<file path="src/rtl/exu_lsu_split_pkg.sv">
// exu_lsu_split_pkg
//   Shared definitions for the EXU address-generation / load-store unit:
//   access-size encodings, FSM state encodings, opcode field widths and a
//   small helper that turns a size code into a byte count.
package exu_lsu_split_pkg;

  localparam int CIRNO_LSU_SIZE_W = 2;

  typedef enum logic [CIRNO_LSU_SIZE_W-1:0] {
    SZ_BYTE  = 2'd0,
    SZ_HALF  = 2'd1,
    SZ_WORD  = 2'd2,
    SZ_DWORD = 2'd3
  } size_e;

  typedef enum logic [2:0] {
    ST_IDLE,
    ST_REQ0,
    ST_WAIT0,
    ST_REQ1,
    ST_WAIT1,
    ST_DONE
  } state_e;

  function automatic int size_bytes(size_e s);
    return 1 << int'(s);
  endfunction

endpackage

</file>
<file path="src/rtl/exu_lsu_lane.sv">
// exu_lsu_lane
//   Combinational byte-lane shifter shared by both bus beats.
//   Ports:
//     off    - byte offset of the effective address within a bus word
//     size   - access size code
//     uns    - zero-extend (1) or sign-extend (0) the load result
//     beat   - 0: first beat (shift up by off), 1: second beat (remainder)
//     wdat_i - LSB-aligned store data
//     rdat0  - read data of the first beat
//     rdat1  - read data of the second beat
//     wen    - byte write enables for the selected beat
//     wdat_o - lane-shifted store data for the selected beat
//     res    - merged, truncated and extended load result
module exu_lsu_lane
  import exu_lsu_split_pkg::*;
#(
  parameter  int DW = 32,
  localparam int NB = DW / 8,
  localparam int OW = $clog2(NB)
) (
  input  logic [OW-1:0] off,
  input  size_e         size,
  input  logic          uns,
  input  logic          beat,
  input  logic [DW-1:0] wdat_i,
  input  logic [DW-1:0] rdat0,
  input  logic [DW-1:0] rdat1,
  output logic [NB-1:0] wen,
  output logic [DW-1:0] wdat_o,
  output logic [DW-1:0] res
);

  logic [OW:0]     rem;
  logic [2*NB-1:0] mask;
  logic [2*NB-1:0] mask_sh;
  logic [DW-1:0]   merged;

  // rem is the number of bytes of the first beat that lie above off; the
  // second beat picks up whatever did not fit. The mask is kept twice as
  // wide as a word so the upper half can be shifted down for beat 1.
  always_comb begin
    rem = (OW+1)'(NB) - {1'b0, off};
    unique case (size)
      SZ_BYTE: mask = (2*NB)'(8'h01);
      SZ_HALF: mask = (2*NB)'(8'h03);
      SZ_WORD: mask = (2*NB)'(8'h0F);
      SZ_DWORD: mask = (2*NB)'(8'hFF);
    endcase
    if (beat) begin
      mask_sh = mask >> rem;
      wdat_o  = wdat_i >> {rem, 3'b000};
    end else begin
      mask_sh = mask << off;
      wdat_o  = wdat_i << {off, 3'b000};
    end
    wen = mask_sh[NB-1:0];

    // With off=0 the rem shift equals DW and rdat1 contributes nothing.
    merged = (rdat0 >> {off, 3'b000}) | (rdat1 << {rem, 3'b000});
    unique case (size)
      SZ_BYTE: res = uns ? DW'(merged[7:0])  : DW'($signed(merged[7:0]));
      SZ_HALF: res = uns ? DW'(merged[15:0]) : DW'($signed(merged[15:0]));
      SZ_WORD: res = uns ? DW'(merged[31:0]) : DW'($signed(merged[31:0]));
      SZ_DWORD: res = merged;
    endcase
  end

endmodule

</file>
<file path="src/rtl/exu_lsu_split.sv">
// exu_lsu_split
//   Address-generation / load-store unit. Adds opn1+imm, issues one or two
//   word-wide bus beats with a valid/ready handshake, merges split loads
//   and returns the extended result. Misaligned word-crossing accesses are
//   either split (SPLIT_MISAL=1) or trapped via o_misal (SPLIT_MISAL=0).
//   Ports:
//     clk, rst                    - clock, synchronous active-high reset
//     hs_ex4ag_val / hs_ag4ex_rdy - EXU issue handshake
//     i_ld, i_st, i_size, i_unsigned, i_opn1, i_im, i_opn2 - op fields
//     hs_ag4ls_val / hs_ls4ag_rdy - bus request handshake
//     o_ls_adr, o_ls_ren, o_ls_wen, o_ls_wdat - bus request fields
//     i_ls_rvld, i_ls_rdat        - bus read return
//     o_done, o_res, o_misal      - completion pulse, load result, trap
module exu_lsu_split
  import exu_lsu_split_pkg::*;
#(
  parameter int DW          = 32,
  parameter int AW          = 32,
  parameter int SPLIT_MISAL = 1,
  localparam int NB = DW / 8,
  localparam int OW = $clog2(NB)
) (
  input  logic                        clk,
  input  logic                        rst,
  input  logic                        hs_ex4ag_val,
  output logic                        hs_ag4ex_rdy,
  input  logic                        i_ld,
  input  logic                        i_st,
  input  logic [CIRNO_LSU_SIZE_W-1:0] i_size,
  input  logic                        i_unsigned,
  input  logic [AW-1:0]               i_opn1,
  input  logic [AW-1:0]               i_im,
  input  logic [DW-1:0]               i_opn2,
  output logic                        hs_ag4ls_val,
  input  logic                        hs_ls4ag_rdy,
  output logic [AW-1:0]               o_ls_adr,
  output logic                        o_ls_ren,
  output logic [NB-1:0]               o_ls_wen,
  output logic [DW-1:0]               o_ls_wdat,
  input  logic                        i_ls_rvld,
  input  logic [DW-1:0]               i_ls_rdat,
  output logic                        o_done,
  output logic [DW-1:0]               o_res,
  output logic                        o_misal
);

  state_e        state;
  logic [AW-1:0] ea_q;
  size_e         size_q;
  logic          uns_q;
  logic          ld_q;
  logic          cross_q;
  logic [DW-1:0] opn2_q;
  logic [DW-1:0] rdat0_q;

  logic          accept;
  logic [AW-1:0] ea_in;
  size_e         size_in;
  logic [OW-1:0] off_in;
  logic          cross_in;
  logic [AW-1:0] adr1;

  logic [OW-1:0] ln_off;
  size_e         ln_size;
  logic          ln_uns;
  logic          ln_beat;
  logic [DW-1:0] ln_wdat_i;
  logic [DW-1:0] ln_rdat0;
  logic [NB-1:0] ln_wen;
  logic [DW-1:0] ln_wdat_o;
  logic [DW-1:0] ln_res;

  assign hs_ag4ex_rdy = (state == ST_IDLE);
  assign accept       = hs_ex4ag_val & hs_ag4ex_rdy & (i_ld | i_st);
  assign ea_in        = i_opn1 + i_im;
  assign off_in       = ea_in[OW-1:0];
  assign adr1         = {ea_q[AW-1:OW], {OW{1'b0}}} + AW'(NB);

  // A dword request on a 32-bit bus is illegal and degrades to a word.
  always_comb begin
    size_in = size_e'(i_size);
    if (DW == 32 && size_in == SZ_DWORD) size_in = SZ_WORD;
    cross_in = (int'(off_in) + size_bytes(size_in)) > NB;
  end

  // The single lane shifter sees the incoming op while idle (to build the
  // first beat) and the registered op afterwards (second beat and result).
  // The final read beat merges straight from the bus so o_res can register
  // in the same edge that enters DONE.
  always_comb begin
    if (state == ST_IDLE) begin
      ln_off    = off_in;
      ln_size   = size_in;
      ln_uns    = i_unsigned;
      ln_wdat_i = i_opn2;
      ln_beat   = 1'b0;
    end else begin
      ln_off    = ea_q[OW-1:0];
      ln_size   = size_q;
      ln_uns    = uns_q;
      ln_wdat_i = opn2_q;
      ln_beat   = 1'b1;
    end
    ln_rdat0 = (state == ST_WAIT0) ? i_ls_rdat : rdat0_q;
  end

  exu_lsu_lane #(.DW(DW)) u_lane (
    .off    (ln_off),
    .size   (ln_size),
    .uns    (ln_uns),
    .beat   (ln_beat),
    .wdat_i (ln_wdat_i),
    .rdat0  (ln_rdat0),
    .rdat1  (i_ls_rdat),
    .wen    (ln_wen),
    .wdat_o (ln_wdat_o),
    .res    (ln_res)
  );

  // Main FSM. Bus request fields are loaded on entry to REQ0/REQ1 and held
  // until the bus accepts; completion and trap pulses last one cycle.
  always_ff @(posedge clk) begin
    if (rst) begin
      state        <= ST_IDLE;
      ea_q         <= '0;
      size_q       <= SZ_BYTE;
      uns_q        <= 1'b0;
      ld_q         <= 1'b0;
      cross_q      <= 1'b0;
      opn2_q       <= '0;
      rdat0_q      <= '0;
      hs_ag4ls_val <= 1'b0;
      o_ls_adr     <= '0;
      o_ls_ren     <= 1'b0;
      o_ls_wen     <= '0;
      o_ls_wdat    <= '0;
      o_done       <= 1'b0;
      o_res        <= '0;
      o_misal      <= 1'b0;
    end else begin
      o_done  <= 1'b0;
      o_misal <= 1'b0;
      unique case (state)
        ST_IDLE: begin
          if (accept) begin
            ea_q    <= ea_in;
            size_q  <= size_in;
            uns_q   <= i_unsigned;
            ld_q    <= i_ld;
            cross_q <= cross_in;
            opn2_q  <= i_opn2;
            if (cross_in && SPLIT_MISAL == 0) begin
              state   <= ST_DONE;
              o_done  <= 1'b1;
              o_misal <= 1'b1;
            end else begin
              state        <= ST_REQ0;
              hs_ag4ls_val <= 1'b1;
              o_ls_adr     <= {ea_in[AW-1:OW], {OW{1'b0}}};
              o_ls_ren     <= i_ld;
              o_ls_wen     <= i_ld ? '0 : ln_wen;
              o_ls_wdat    <= i_ld ? '0 : ln_wdat_o;
            end
          end
        end
        ST_REQ0: begin
          if (hs_ls4ag_rdy) begin
            hs_ag4ls_val <= 1'b0;
            o_ls_ren     <= 1'b0;
            o_ls_wen     <= '0;
            if (ld_q) begin
              state <= ST_WAIT0;
            end else if (cross_q) begin
              state        <= ST_REQ1;
              hs_ag4ls_val <= 1'b1;
              o_ls_adr     <= adr1;
              o_ls_wen     <= ln_wen;
              o_ls_wdat    <= ln_wdat_o;
            end else begin
              state  <= ST_DONE;
              o_done <= 1'b1;
            end
          end
        end
        ST_WAIT0: begin
          if (i_ls_rvld) begin
            rdat0_q <= i_ls_rdat;
            if (cross_q) begin
              state        <= ST_REQ1;
              hs_ag4ls_val <= 1'b1;
              o_ls_adr     <= adr1;
              o_ls_ren     <= 1'b1;
            end else begin
              state  <= ST_DONE;
              o_done <= 1'b1;
              o_res  <= ln_res;
            end
          end
        end
        ST_REQ1: begin
          if (hs_ls4ag_rdy) begin
            hs_ag4ls_val <= 1'b0;
            o_ls_ren     <= 1'b0;
            o_ls_wen     <= '0;
            if (ld_q) begin
              state <= ST_WAIT1;
            end else begin
              state  <= ST_DONE;
              o_done <= 1'b1;
            end
          end
        end
        ST_WAIT1: begin
          if (i_ls_rvld) begin
            state  <= ST_DONE;
            o_done <= 1'b1;
            o_res  <= ln_res;
          end
        end
        ST_DONE: begin
          state <= ST_IDLE;
        end
        default: begin
          state <= ST_IDLE;
        end
      endcase
    end
  end

endmodule
</file>
<file path="config.mk">
export PLATFORM = sky130hd
export DESIGN_NAME = exu_lsu_split
export DESIGN_NICKNAME = d
export VERILOG_FILES = /design/src/rtl/exu_lsu_split_pkg.sv /design/src/rtl/exu_lsu_lane.sv /design/src/rtl/exu_lsu_split.sv
export SDC_FILE = /design/constraint.sdc
export NUM_CORES = 1
export LEC_CHECK = 0
export CAP_MARGIN = 0
export CORE_UTILIZATION = 55
export CTS_CLUSTER_DIAMETER = 60
export DETAILED_ROUTE_END_ITERATION = 10
export DONT_BUFFER_PORTS = 1
export PLACE_DENSITY = 0.77
export SYNTH_ARGS = -nofsm -noshare
export SYNTH_HDL_FRONTEND = slang
export SYNTH_SLANG_ARGS = --single-unit
</file>
<file path="constraint.sdc">
create_clock -name clk -period 11.65 [get_ports clk]
set_clock_uncertainty 0.2 [all_clocks]
set_input_delay 1.165 -clock clk [delete_from_list [all_inputs] [get_ports clk]]
set_output_delay 1.165 -clock clk [all_outputs]
set_load 0.1 [all_outputs]
</file>
==> results.md <==
- Most instantiated cells after synthesis: nand2_1, a21oi_1, dfxtp_1
- Initial antenna violation count: 0
- Final Slew Violations: 0
- Synth area leader: dfxtp_1
- Met3 usage: 0.08703
- Vias per cell: approximately 6.5
- Slew HR: 0.2096
- Crit start category: register
- PD cells: between 200 and 250 nW/um^2
- Setup violations, final: 0
- Post-synthesis async set-or-reset flop share: 0
- Yosys warns: 0
- Sequential cell area fraction in the yosys report: 0.3293
- Post-Synth Adder-Cell Area: 0.03835
- FF+latch count, synth: between 200 and 250
- Clock slew at reported path FFs: 0.06 ns
- Root buffer cell: clkbuf_16
- Maxcap violations: 0
- Routed Antenna Nets: 0
- Share of the clock period used by the worst path: 0.5099
- Largest net degree at the start of global routing: roughly 150
- Postcts setup bufs: 0
- Top cells by area, synth: dfxtp_1, nand2_1, a21oi_1, ha_1, o21ai_0
- RSZ-0062 raised after global routing: false
- Distinct cell type count after synthesis: 74
- Cts-stage hold buffer count: 0
- Final TNS setup: 0 ns
- Seq pwr share: 0.417
- Die ar.: about 23,000 um^2
- Leak pwr: 0.004819 uW
- Busiest grt layer: met2
- Io pins: about 240
- CTS tree: built
- Failing checks: DRC
- Initial Util: 0.5658
- Total power: ~2700 uW
- Post-Syn Area per Cell: between 7 and 8 um^2
- Core box area: about 22,000 um^2
- Comb pwr share: 0.313
- N_diodes: 0
- WP data required: 11.84 ns
- Rows: 54
- Number of detailed-route iterations in the first pass: 11
- Total GRT Usage: 0.3166
- Die width: 152.5 um
- Critical path fanouts, max: 47
- Clk_lat worst skew: slightly above 0.5 ns
- Synth Cell Area: 12,460 um^2
- Simple-gate share of the synthesized area: 0.2190
- Fmax: approximately 170 MHz
- Most common cell in the netlist: nand2_1
- Maximum VDD drop: 0.08769 mV
- Layout Nets: ~1,800
- Crit end category: register
- Die H: between 150 and 200 um
- Clock share of power: 0.271
- Residual DRC count: 18
- Final core occ: 0.5992
- Cts bufs inserted: 23
- Drt total wl: around 38 mm
- GR Layer Usage met1: 0.4277
- Clock buffer depth: 3
- First-pass GRT wire length: ~61 mm
- Area grow syn2layout: 5.903%
- Clk sinks: around 210
- Worst Max-Slew Pin Slew: 1.183 ns
- Pint: 1493 uW
- PostCTS Resize Cnt: 0
- Post-synthesis compound-gate area fraction: 0.3011
- Top cell type's share of synthesized area: 0.3293
- Main combinational cell family by area after synthesis: compound AO/OA/AOI/OAI gates
- First DRT Iteration DRCs: about 1,200
- DR WL/cell: about 20 um
- Arrival time worst endpoint: approximately 6.1 ns
- Tmin final: a little under 6 ns
- Post-DP HPWL: roughly 26 mm
- Share of cells above drive strength 1: 0.05324
- Htree depth: 1
- Mux cell area share after synthesis: 0.02219
- Gr ovfl total: 0
- Net Switching: ~1200 uW
- XOR/XNOR share of the synthesized area: 0.04006
- Hold Slack: 0.2550 ns
- Outcome: complete, but fails checks
- Vias in the first global route: around 11,000
- Kind of critical path: reg -> reg
- EDFF count, synth: 0
- Vias: approximately 12,000
- Hold crit path type: reg -> reg
- Grt met2 use: 0.4876
- Final Hold Fails: 0
- Net Sw Frac: 0.4478
- Predominant post-synthesis flop cell: dfxtp_1
- Post-Syn Instances: 1,697
- I/O Buffers: 0
- Routability Congestion: roughly 0.96
## layout by cell type (no fill, tap or decap), types with 22 or more instances in the layout
master / netlist / layout
o21ai_0: 78 / 78
a221oi_1: 24 / 24
ha_1: 35 / 35
o22ai_1: 27 / 27
nor2_1: 93 / 91
nand2_1: 403 / 403
a21oi_1: 222 / 222
dfxtp_1: 205 / 205
nand3_1: 36 / 36
and3_1: 32 / 32
clkbuf_16: 0 / 23
xor2_1: 25 / 25
a22o_1: 24 / 24
xnor2_1: 32 / 32
a311oi_1: 22 / 22
mux2i_1: 25 / 25
## critical path: stages, from the launching register on
cell and delay (ns):
dfxtp_1 0.49, or3_1 0.43, buf_4 0.30, inv_2 0.11, buf_4 0.61, mux2_4 0.57
inv_2 0.27, ha_1 0.77, buf_4 0.32, inv_1 0.12, nand2_1 0.23, o21ai_4 0.16
nand2_1 0.13, o2111ai_1 0.12, o21ai_1 0.15, o31a_1 0.37, o21a_4 0.35, a21oi_1 0.10
## worst paths after layout
path	start	end	slack (ns)	depth (start not counted)
hold / removal	uns_q	uns_q	0.25	2
setup reg to reg	state[2]	o_res[19]	5.71	17
hold reg to reg	uns_q	uns_q	0.25	2
setup / recovery	state[2]	o_res[19]	5.71	17
## final cells by class
cell class,instances,area (um^2)
fill,2037,8827
inverter,24,90.09
clock buffer,31,645.6
clock inverter,10,112.6
sequential,205,4104
tap,280,350.3
multi-input combinational,1346,7761
timing repair buffer,18,135.1
## cell families after synthesis
family / count (synthesis)
adder cells (fa/ha/maj): 37
flip-flops: 205
other: 1
multiplexers: 27
AO/OA/AOI/OAI: 578
buffers and inverters: 148
AND/OR/NAND/NOR: 644
XOR/XNOR: 57
## state kept, by name, summed over array words and instances (netlist names), 2 cells and up
name	flops
ea_q	32
o_ls_wdat	32
o_res	32
opn2_q	32
rdat0_q	32
o_ls_adr	30
o_ls_wen	4
state	3
size_q	2
## power by group through the flow
stage	sequential [uW]	combinational, uW	clock, uW
2_1_floorplan	1110	667	0
5_1_grt	1140	930	770
3_5_place_dp	1140	824	0
4_1_cts	1130	829	742
6_report	1130	845	733
3_3_place_gp	1140	813	0
## routing by layer
| layer | up-vias | routed length (um) |
|---|---|---|
| li1 | 5948 | - |
| met1 | 5779 | 15790 |
| met5 | - | 0 |
| met3 | 74 | 4534 |
| met2 | 642 | 16470 |
| met4 | 0 | 1104 |
## stage by stage
stage	std cells	cell area, um^2	setup slack, ns
global route	1914	13200	5.317
global placement	1873	12440	5.753
floorplan	1699	12470	6.684
detailed placement	1873	12440	5.655
CTS	1914	13200	5.838
finish	1914	13200	5.710
(Power assumes the default switching activity.)
